===== src/rtl/dcache_pkg.sv =====
// rtl/dcache_pkg.sv - shared types, funct3 codes and geometry helpers for the data cache
package dcache_pkg;

  typedef enum logic [1:0] {
    ST_IDLE,
    ST_WRITEBACK,
    ST_REFILL,
    ST_RESPOND
  } state_e;

  localparam logic [2:0] F3_LB  = 3'b000;
  localparam logic [2:0] F3_LH  = 3'b001;
  localparam logic [2:0] F3_LW  = 3'b010;
  localparam logic [2:0] F3_LBU = 3'b100;
  localparam logic [2:0] F3_LHU = 3'b101;

  localparam int unsigned DEF_SETS  = 16;
  localparam int unsigned DEF_WORDS = 4;

  function automatic int unsigned idx_w(input int unsigned sets);
    return $clog2(sets);
  endfunction

  function automatic int unsigned word_w(input int unsigned words);
    return $clog2(words);
  endfunction

  // Byte offset is always two bits; the tag takes whatever is left of 32.
  function automatic int unsigned tag_w(input int unsigned sets, input int unsigned words);
    return 32 - $clog2(sets) - $clog2(words) - 2;
  endfunction

endpackage


===== src/rtl/dcache_lane_align.sv =====
// rtl/dcache_lane_align.sv - load lane extract/extend and store byte-enable/replication
module dcache_lane_align
  import dcache_pkg::*;
(
  input  logic [1:0]  addr_lo_i,
  input  logic [2:0]  mask_i,
  input  logic [31:0] word_i,
  input  logic [31:0] wdata_i,
  output logic [31:0] load_o,
  output logic [3:0]  be_o,
  output logic [31:0] store_o
);

  logic [7:0]  byte_sel;
  logic [15:0] half_sel;

  // Misaligned halves use addr[1] only and words ignore addr[1:0], so alignment is implicit.
  always_comb begin
    byte_sel = word_i[{addr_lo_i, 3'b000} +: 8];
    half_sel = addr_lo_i[1] ? word_i[31:16] : word_i[15:0];
    load_o   = word_i;
    be_o     = 4'b1111;
    store_o  = wdata_i;
    case (mask_i)
      F3_LB:   load_o = {{24{byte_sel[7]}}, byte_sel};
      F3_LBU:  load_o = {24'h0, byte_sel};
      F3_LH:   load_o = {{16{half_sel[15]}}, half_sel};
      F3_LHU:  load_o = {16'h0, half_sel};
      default: load_o = word_i;
    endcase
    case (mask_i[1:0])
      2'b00: begin
        be_o    = 4'b0001 << addr_lo_i;
        store_o = {4{wdata_i[7:0]}};
      end
      2'b01: begin
        be_o    = addr_lo_i[1] ? 4'b1100 : 4'b0011;
        store_o = {2{wdata_i[15:0]}};
      end
      default: begin
        be_o    = 4'b1111;
        store_o = wdata_i;
      end
    endcase
  end

endmodule


===== src/rtl/dcache_controller.sv =====
// rtl/dcache_controller.sv - direct-mapped write-back write-allocate L1 data cache
module dcache_controller
  import dcache_pkg::*;
#(
  parameter int unsigned SETS  = DEF_SETS,
  parameter int unsigned WORDS = DEF_WORDS
) (
  input  logic        clk,
  input  logic        reset,
  input  logic        cpu_rd_en,
  input  logic        cpu_wr_en,
  input  logic [31:0] cpu_addr,
  input  logic [31:0] cpu_wdata,
  input  logic [2:0]  cpu_mask,
  output logic [31:0] cpu_rdata,
  output logic        cpu_stall,
  output logic        mem_req,
  output logic        mem_we,
  output logic [31:0] mem_addr,
  output logic [31:0] mem_wdata,
  input  logic [31:0] mem_rdata,
  input  logic        mem_ack
);

  localparam int unsigned IW     = idx_w(SETS);
  localparam int unsigned WW     = word_w(WORDS);
  localparam int unsigned TW     = tag_w(SETS, WORDS);
  localparam int unsigned IDX_LO = WW + 2;
  localparam int unsigned TAG_LO = IW + WW + 2;

  logic [IW-1:0] idx;
  logic [WW-1:0] wsel;
  logic [TW-1:0] tag;

  logic [SETS-1:0] valid_q, dirty_q;
  logic [TW-1:0]   tag_q  [SETS];
  logic [31:0]     data_q [SETS][WORDS];

  state_e        state_q, state_d;
  logic [WW-1:0] beat_q, beat_d, beat_nxt;
  logic          mem_req_q, mem_req_d, mem_we_q, mem_we_d;
  logic [31:0]   mem_addr_q, mem_addr_d, mem_wdata_q, mem_wdata_d;

  logic        hit, cpu_req, serve, ack_ok, last_beat, refill_done, store_en;
  logic [31:0] line_word, load_data, store_rep, store_word;
  logic [3:0]  be;

  assign idx  = cpu_addr[TAG_LO-1:IDX_LO];
  assign wsel = cpu_addr[IDX_LO-1:2];
  assign tag  = cpu_addr[31:TAG_LO];

  assign hit         = valid_q[idx] && (tag_q[idx] == tag);
  assign cpu_req     = cpu_rd_en || cpu_wr_en;
  assign serve       = hit && (state_q == ST_IDLE || state_q == ST_RESPOND);
  assign ack_ok      = mem_req_q && mem_ack;
  assign last_beat   = (beat_q == WW'(WORDS - 1));
  assign beat_nxt    = beat_q + 1'b1;
  assign refill_done = (state_q == ST_REFILL) && ack_ok && last_beat;
  assign store_en    = cpu_wr_en && serve;
  assign line_word   = data_q[idx][wsel];

  assign cpu_stall = (state_q == ST_IDLE && cpu_req && !hit) ||
                     state_q == ST_WRITEBACK || state_q == ST_REFILL;
  assign cpu_rdata = (cpu_rd_en && serve) ? load_data : 32'h0;

  assign mem_req   = mem_req_q;
  assign mem_we    = mem_we_q;
  assign mem_addr  = mem_addr_q;
  assign mem_wdata = mem_wdata_q;

  dcache_lane_align u_align (
    .addr_lo_i (cpu_addr[1:0]),
    .mask_i    (cpu_mask),
    .word_i    (line_word),
    .wdata_i   (cpu_wdata),
    .load_o    (load_data),
    .be_o      (be),
    .store_o   (store_rep)
  );

  always_comb begin
    store_word = line_word;
    for (int b = 0; b < 4; b++) begin
      if (be[b]) store_word[8*b +: 8] = store_rep[8*b +: 8];
    end
  end

  function automatic logic [31:0] beat_addr(input logic [TW-1:0] t, input logic [IW-1:0] i,
                                            input logic [WW-1:0] b);
    return {t, i, b, 2'b00};
  endfunction

  // Bus outputs are registered: each beat is launched one cycle ahead from here.
  always_comb begin
    state_d     = state_q;
    beat_d      = beat_q;
    mem_req_d   = mem_req_q;
    mem_we_d    = mem_we_q;
    mem_addr_d  = mem_addr_q;
    mem_wdata_d = mem_wdata_q;
    case (state_q)
      ST_IDLE: begin
        if (cpu_req && !hit) begin
          beat_d    = '0;
          mem_req_d = 1'b1;
          if (valid_q[idx] && dirty_q[idx]) begin
            state_d     = ST_WRITEBACK;
            mem_we_d    = 1'b1;
            mem_addr_d  = beat_addr(tag_q[idx], idx, '0);
            mem_wdata_d = data_q[idx][0];
          end else begin
            state_d     = ST_REFILL;
            mem_we_d    = 1'b0;
            mem_addr_d  = beat_addr(tag, idx, '0);
            mem_wdata_d = 32'h0;
          end
        end
      end
      ST_WRITEBACK: begin
        if (ack_ok) begin
          if (last_beat) begin
            state_d   = ST_REFILL;
            beat_d    = '0;
            mem_req_d = 1'b0;
            mem_we_d  = 1'b0;
          end else begin
            beat_d      = beat_nxt;
            mem_addr_d  = beat_addr(tag_q[idx], idx, beat_nxt);
            mem_wdata_d = data_q[idx][beat_nxt];
          end
        end
      end
      ST_REFILL: begin
        if (!mem_req_q) begin
          mem_req_d   = 1'b1;
          mem_we_d    = 1'b0;
          mem_addr_d  = beat_addr(tag, idx, beat_q);
          mem_wdata_d = 32'h0;
        end else if (ack_ok) begin
          if (last_beat) begin
            state_d   = ST_RESPOND;
            beat_d    = '0;
            mem_req_d = 1'b0;
          end else begin
            beat_d     = beat_nxt;
            mem_addr_d = beat_addr(tag, idx, beat_nxt);
          end
        end
      end
      ST_RESPOND: begin
        state_d   = ST_IDLE;
        mem_req_d = 1'b0;
      end
      default: state_d = ST_IDLE;
    endcase
  end

  always_ff @(posedge clk or posedge reset) begin
    if (reset) begin
      state_q     <= ST_IDLE;
      beat_q      <= '0;
      mem_req_q   <= 1'b0;
      mem_we_q    <= 1'b0;
      mem_addr_q  <= 32'h0;
      mem_wdata_q <= 32'h0;
      valid_q     <= '0;
      dirty_q     <= '0;
    end else begin
      state_q     <= state_d;
      beat_q      <= beat_d;
      mem_req_q   <= mem_req_d;
      mem_we_q    <= mem_we_d;
      mem_addr_q  <= mem_addr_d;
      mem_wdata_q <= mem_wdata_d;
      if (refill_done) begin
        valid_q[idx] <= 1'b1;
        dirty_q[idx] <= 1'b0;
      end
      if (store_en) dirty_q[idx] <= 1'b1;
    end
  end

  // Tag and data arrays carry no reset; valid gates them.
  always_ff @(posedge clk) begin
    if (state_q == ST_REFILL && ack_ok) data_q[idx][beat_q] <= mem_rdata;
    if (refill_done) tag_q[idx] <= tag;
    if (store_en) data_q[idx][wsel] <= store_word;
  end

endmodule


===== config.mk =====
export PLATFORM = sky130hd
export DESIGN_NAME = dcache_controller
export DESIGN_NICKNAME = d
export VERILOG_FILES = /design/src/rtl/dcache_pkg.sv /design/src/rtl/dcache_lane_align.sv /design/src/rtl/dcache_controller.sv
export SDC_FILE = /design/constraint.sdc
export NUM_CORES = 2
export LEC_CHECK = 0
export BUFFER_PORTS_ARGS = -buffer_cell sky130_fd_sc_hd__buf_4
export CORE_UTILIZATION = 55
export CTS_BUF_LIST = sky130_fd_sc_hd__clkbuf_4 sky130_fd_sc_hd__clkbuf_8
export DETAILED_ROUTE_END_ITERATION = 8
export GPL_ROUTABILITY_DRIVEN = 0
export GPL_TIMING_DRIVEN = 0
export PLACE_DENSITY = 0.76
export SLEW_MARGIN = 40
export SYNTH_ARGS = -nofsm -noshare
export SYNTH_HDL_FRONTEND = slang
export SYNTH_SLANG_ARGS = --single-unit

===== constraint.sdc =====
create_clock -name clk -period 6.4 [get_ports clk]
set_clock_uncertainty 0.05 [all_clocks]
set_input_delay 0.64 -clock clk [delete_from_list [all_inputs] [get_ports clk]]
set_output_delay 0.64 -clock clk [all_outputs]
set_load 0.02 [all_outputs]

==> flow_summary.ini <==
[place]
io_buffers = 195
dp_hpwl_microns = 230000
placed_area_sq_um = 112000
placed_cells = 7689

[clocking]
post_cts_buffers = 0
cts_tree = yes
cts.sinks = 2532
root_buffer = clkbuf_8
ctsHtreeMaxLevel = 5
clk_latency_ns = 1.14
clkSlewWorstSetupHoldPaths_ns = 0.06
cts_made_buffers = 404
cts.path.max_buffers = 4

[pwr]
intPower_mw = 27.3
p_clk_frac = 0.367
pwr_density_cell_nw_per_um2 = 307
seq_power_share = 0.504
finalPower_mw = 36.9
switching_share = 0.261
p_sw_mw = 9.64
p_comb_frac = 0.129
p_leak_nw = 39.6
ir_worst_vdd_v = 0.000385

[sta]
slew_headroom = 0.323
finalSetupViolCount = 80
rsz0062_at_grt = true
layout_min_cycle_time_ns = 6.58
slew_violations = 0
period_share = 1.03
fmax_ghz = 0.152
timing.final.ws_setup_ns = -0.179
finalHoldViolCount = 0
worstMarginPinSlew_ns = 1.01

[global_routing]
grtUsageTotal = 0.350
grt-ovfl-total = 0
grt_pass1_wl_microns = 453000
grt_max_degree = 62
antenna_found_initial = 25
grt_pass1_vias = 58600

[cells_and_area]
layout.nets = 5754
final_common_cell = edfxtp_1
final_cell_mix = 2432 x edfxtp_1, 759 x mux4_2, 432 x clkbuf_8, 244 x buf_4, 224 x mux2i_1
stdcell_area_sq_um = 120000
drive_gt1_frac = 0.386
area.growth.synth_to_final_pct = 16.6
layoutNonFillerInstCount = 8445

[route]
vias = 59600
wl_microns = 331000
drt_iter0_markers = 9687
vias_per_cell = 7.06
post-route-drc-count = 7
wire_per_inst_microns = 39.3
dr.pass1.iters = 9
ant_nets = 0

[setup_path]
worstSetupStartpoint = cpu_addr[4]
endpoint = data_q[0][9]$_DFFE_PP_
r2r_start = tag_q[1][13]$_DFFE_PP_
r2r_cells = 12
critPathKind = input pin to register
start_kind = input pin
crit_fanout = 10
r2r_slack_ns = 0.44
cp-end-kind = register
required_ns = 7.09
r2r_end = data_q[0][9]$_DFFE_PP_
worstPathArrival_ns = 7.27

[logic_synthesis]
synth-seq-cells = 2532
ys_seq_area_frac = 0.732
synth_cells = 4826
avgSynthCellArea_sq_um = 21.4
synth-main-ff-cell = edfxtp_1
async_flop_share = 0.0395
synth_area_sq_um = 103000
synth_edf_count = 2432
ys_warn_count = 0
synthDistinctLibCells = 68

[floorplanning]
coreArea_sq_um = 186000
initial_core_util = 0.555
dieHeight_microns = 435
die_x_microns = 435
placementRows = 158
io_pins = 203
die-area_sq_um = 189000

[run_status]
failed_checks = design-rule violations, negative setup slack
status = finished with violations

[run]
maxCapViolCount = 0

[worst_hold_path]
hp-class = input pin to register
[what timing repair did]
action | CTS | global route
resized for setup | 4 | 16
endpoints found under the hold margin | 472 | 0
setup endpoints to repair | 8 | 11
hold buffers | 25 | 0
[Yosys cell counts, types with 3 or more instances]
cell type	count	share of area
edfxtp_1	2432	0.71
mux4_2	759	0.17
mux2i_1	224	0.022
mux2_2	182	0.020
nor2_1	147	0.0053
nand2_1	138	0.0050
buf_2	137	0.0066
a21oi_1	113	0.0055
o21ai_0	105	0.0051
dfrtp_1	100	0.024
clkbuf_1	72	0.0026
nor2b_1	45	0.0027
buf_4	43	0.0031
a211oi_1	33	0.0024
a22oi_1	27	0.0020
buf_1	21	0.00076
inv_1	21	0.00076
mux2_1	19	0.0021
or2_2	18	0.0011
a22o_1	17	0.0014
xnor2_1	16	0.0014
a32o_1	13	0.0013
nand3_1	11	0.00053
buf_6	10	0.0011
ha_1	10	0.0012
nor3_1	9	0.00044
and2_1	7	0.00042
nand2b_1	7	0.00042
nand4_1	7	0.00042
a31oi_1	6	0.00036
a21o_1	5	0.00036
xor2_1	5	0.00042
nand3b_1	4	0.00029
o2bb2ai_1	4	0.00034
or3_1	4	0.00024
a2111oi_0	3	0.00025
a221oi_1	3	0.00025
a41oi_1	3	0.00025
and3_1	3	0.00018
o21a_1	3	0.00022
o32ai_1	3	0.00025
[final cells by class]
type	count	area, sq um
clock buffers	549	6820
diodes	28	70.1
fillers	11700	65500
flip-flops and latches	2532	75500
repair buffers	408	5500
multi-input cells	1990	26800
clock inverters	154	897
inverters	22	90.1
plain buffers	282	1550
well taps	2480	3100
[routing by layer]
metal / global-route usage / routed length, microns / share of wire
met2: 0.511 / 146000 / 0.44
met5: 0.00176 / 298 / 0.00090
met4: 0.252 / 29800 / 0.090
met3: 0.132 / 51500 / 0.16
met1: 0.431 / 104000 / 0.31
[how the worst min path moves through the flow]
stage | startpoint | to | slack, ns | cells after the start
after global routing | mem_rdata[3] | data_q[10][35]$_DFFE_PP_ | 0.05 | 2
final | mem_rdata[3] | data_q[10][35]$_DFFE_PP_ | 0.05 | 2
after floorplan | valid_q[10]$_DFFE_PP0P_ | valid_q[10]$_DFFE_PP0P_ | 0.38 | 1
after CTS | mem_rdata[3] | data_q[10][35]$_DFFE_PP_ | 0.02 | 2
after global placement | valid_q[15]$_DFFE_PP0P_ | valid_q[15]$_DFFE_PP0P_ | 0.40 | 1
after detailed placement | valid_q[4]$_DFFE_PP0P_ | valid_q[4]$_DFFE_PP0P_ | 0.40 | 1
[power by group through the flow]
stage,Clock (mW),Combinational (mW),Sequential [mW]
after floorplan,0,2.30,19.1
after global placement,0,4.26,18.9
after detailed placement,0,4.47,18.9
after CTS,13.5,4.52,18.6
after global routing,14.2,4.79,18.6
final,13.6,4.77,18.6
[critical path, stage by stage]
cell	delay, ns
buf_6	0.16
buf_4	0.34
buf_6	0.23
buf_4	0.27
buf_4	0.35
buf_4	0.38
mux2i_1	0.22
xnor2_1	0.64
a32oi_1	0.18
and4b_1	0.37
nand4_1	0.67
nor3_2	0.96
nor2_2	0.33
clkbuf_2	0.44
nor2_4	0.54
buf_16	0.23
buf_8	0.23
[registers in the layout, indices dropped and copies added, names as in the netlist, 2 cells and up]
signal and flops:
beat_q 2, data_q 2048, dirty_q 16, mem_addr 30, mem_wdata 32, state_q 2
tag_q 384, valid_q 16
[metrics by stage]
| step | setup WS [ns] | utilization | hold slack (ns) | TNS, ns |
|---|---|---|---|---|
| after floorplan | 1.05 | - | 0.384 | 0 |
| after global placement | -3.99 | 0.580 | 0.396 | -6990.23 |
| after detailed placement | -0.478 | 0.604 | 0.404 | -283.32 |
| after CTS | 0.00787 | 0.647 | 0.0158 | 0 |
| after global routing | -0.0110 | 0.647 | 0.0469 | -0.0110 |
| final | -0.179 | 0.648 | 0.0526 | -4.91 |
[kinds of logic (layout without fill, tap and decap cells)]
group / after synthesis / count (layout) / share of synthesized area
xor gates and xnor gates: 21 / 21 / 0.00178
other: 1 / 30 / 0.0000363
AOI/OAI and AO/OA: 358 / 358 / 0.0219
muxes: 1184 / 1184 / 0.209
and+or+nand+nor: 415 / 415 / 0.0186
buffers and inverters: 305 / 1415 / 0.0150
DFF: 2532 / 2532 / 0.732
adders and majority gates: 10 / 10 / 0.00121
Note: power is estimated with default switching activity, not from simulation.
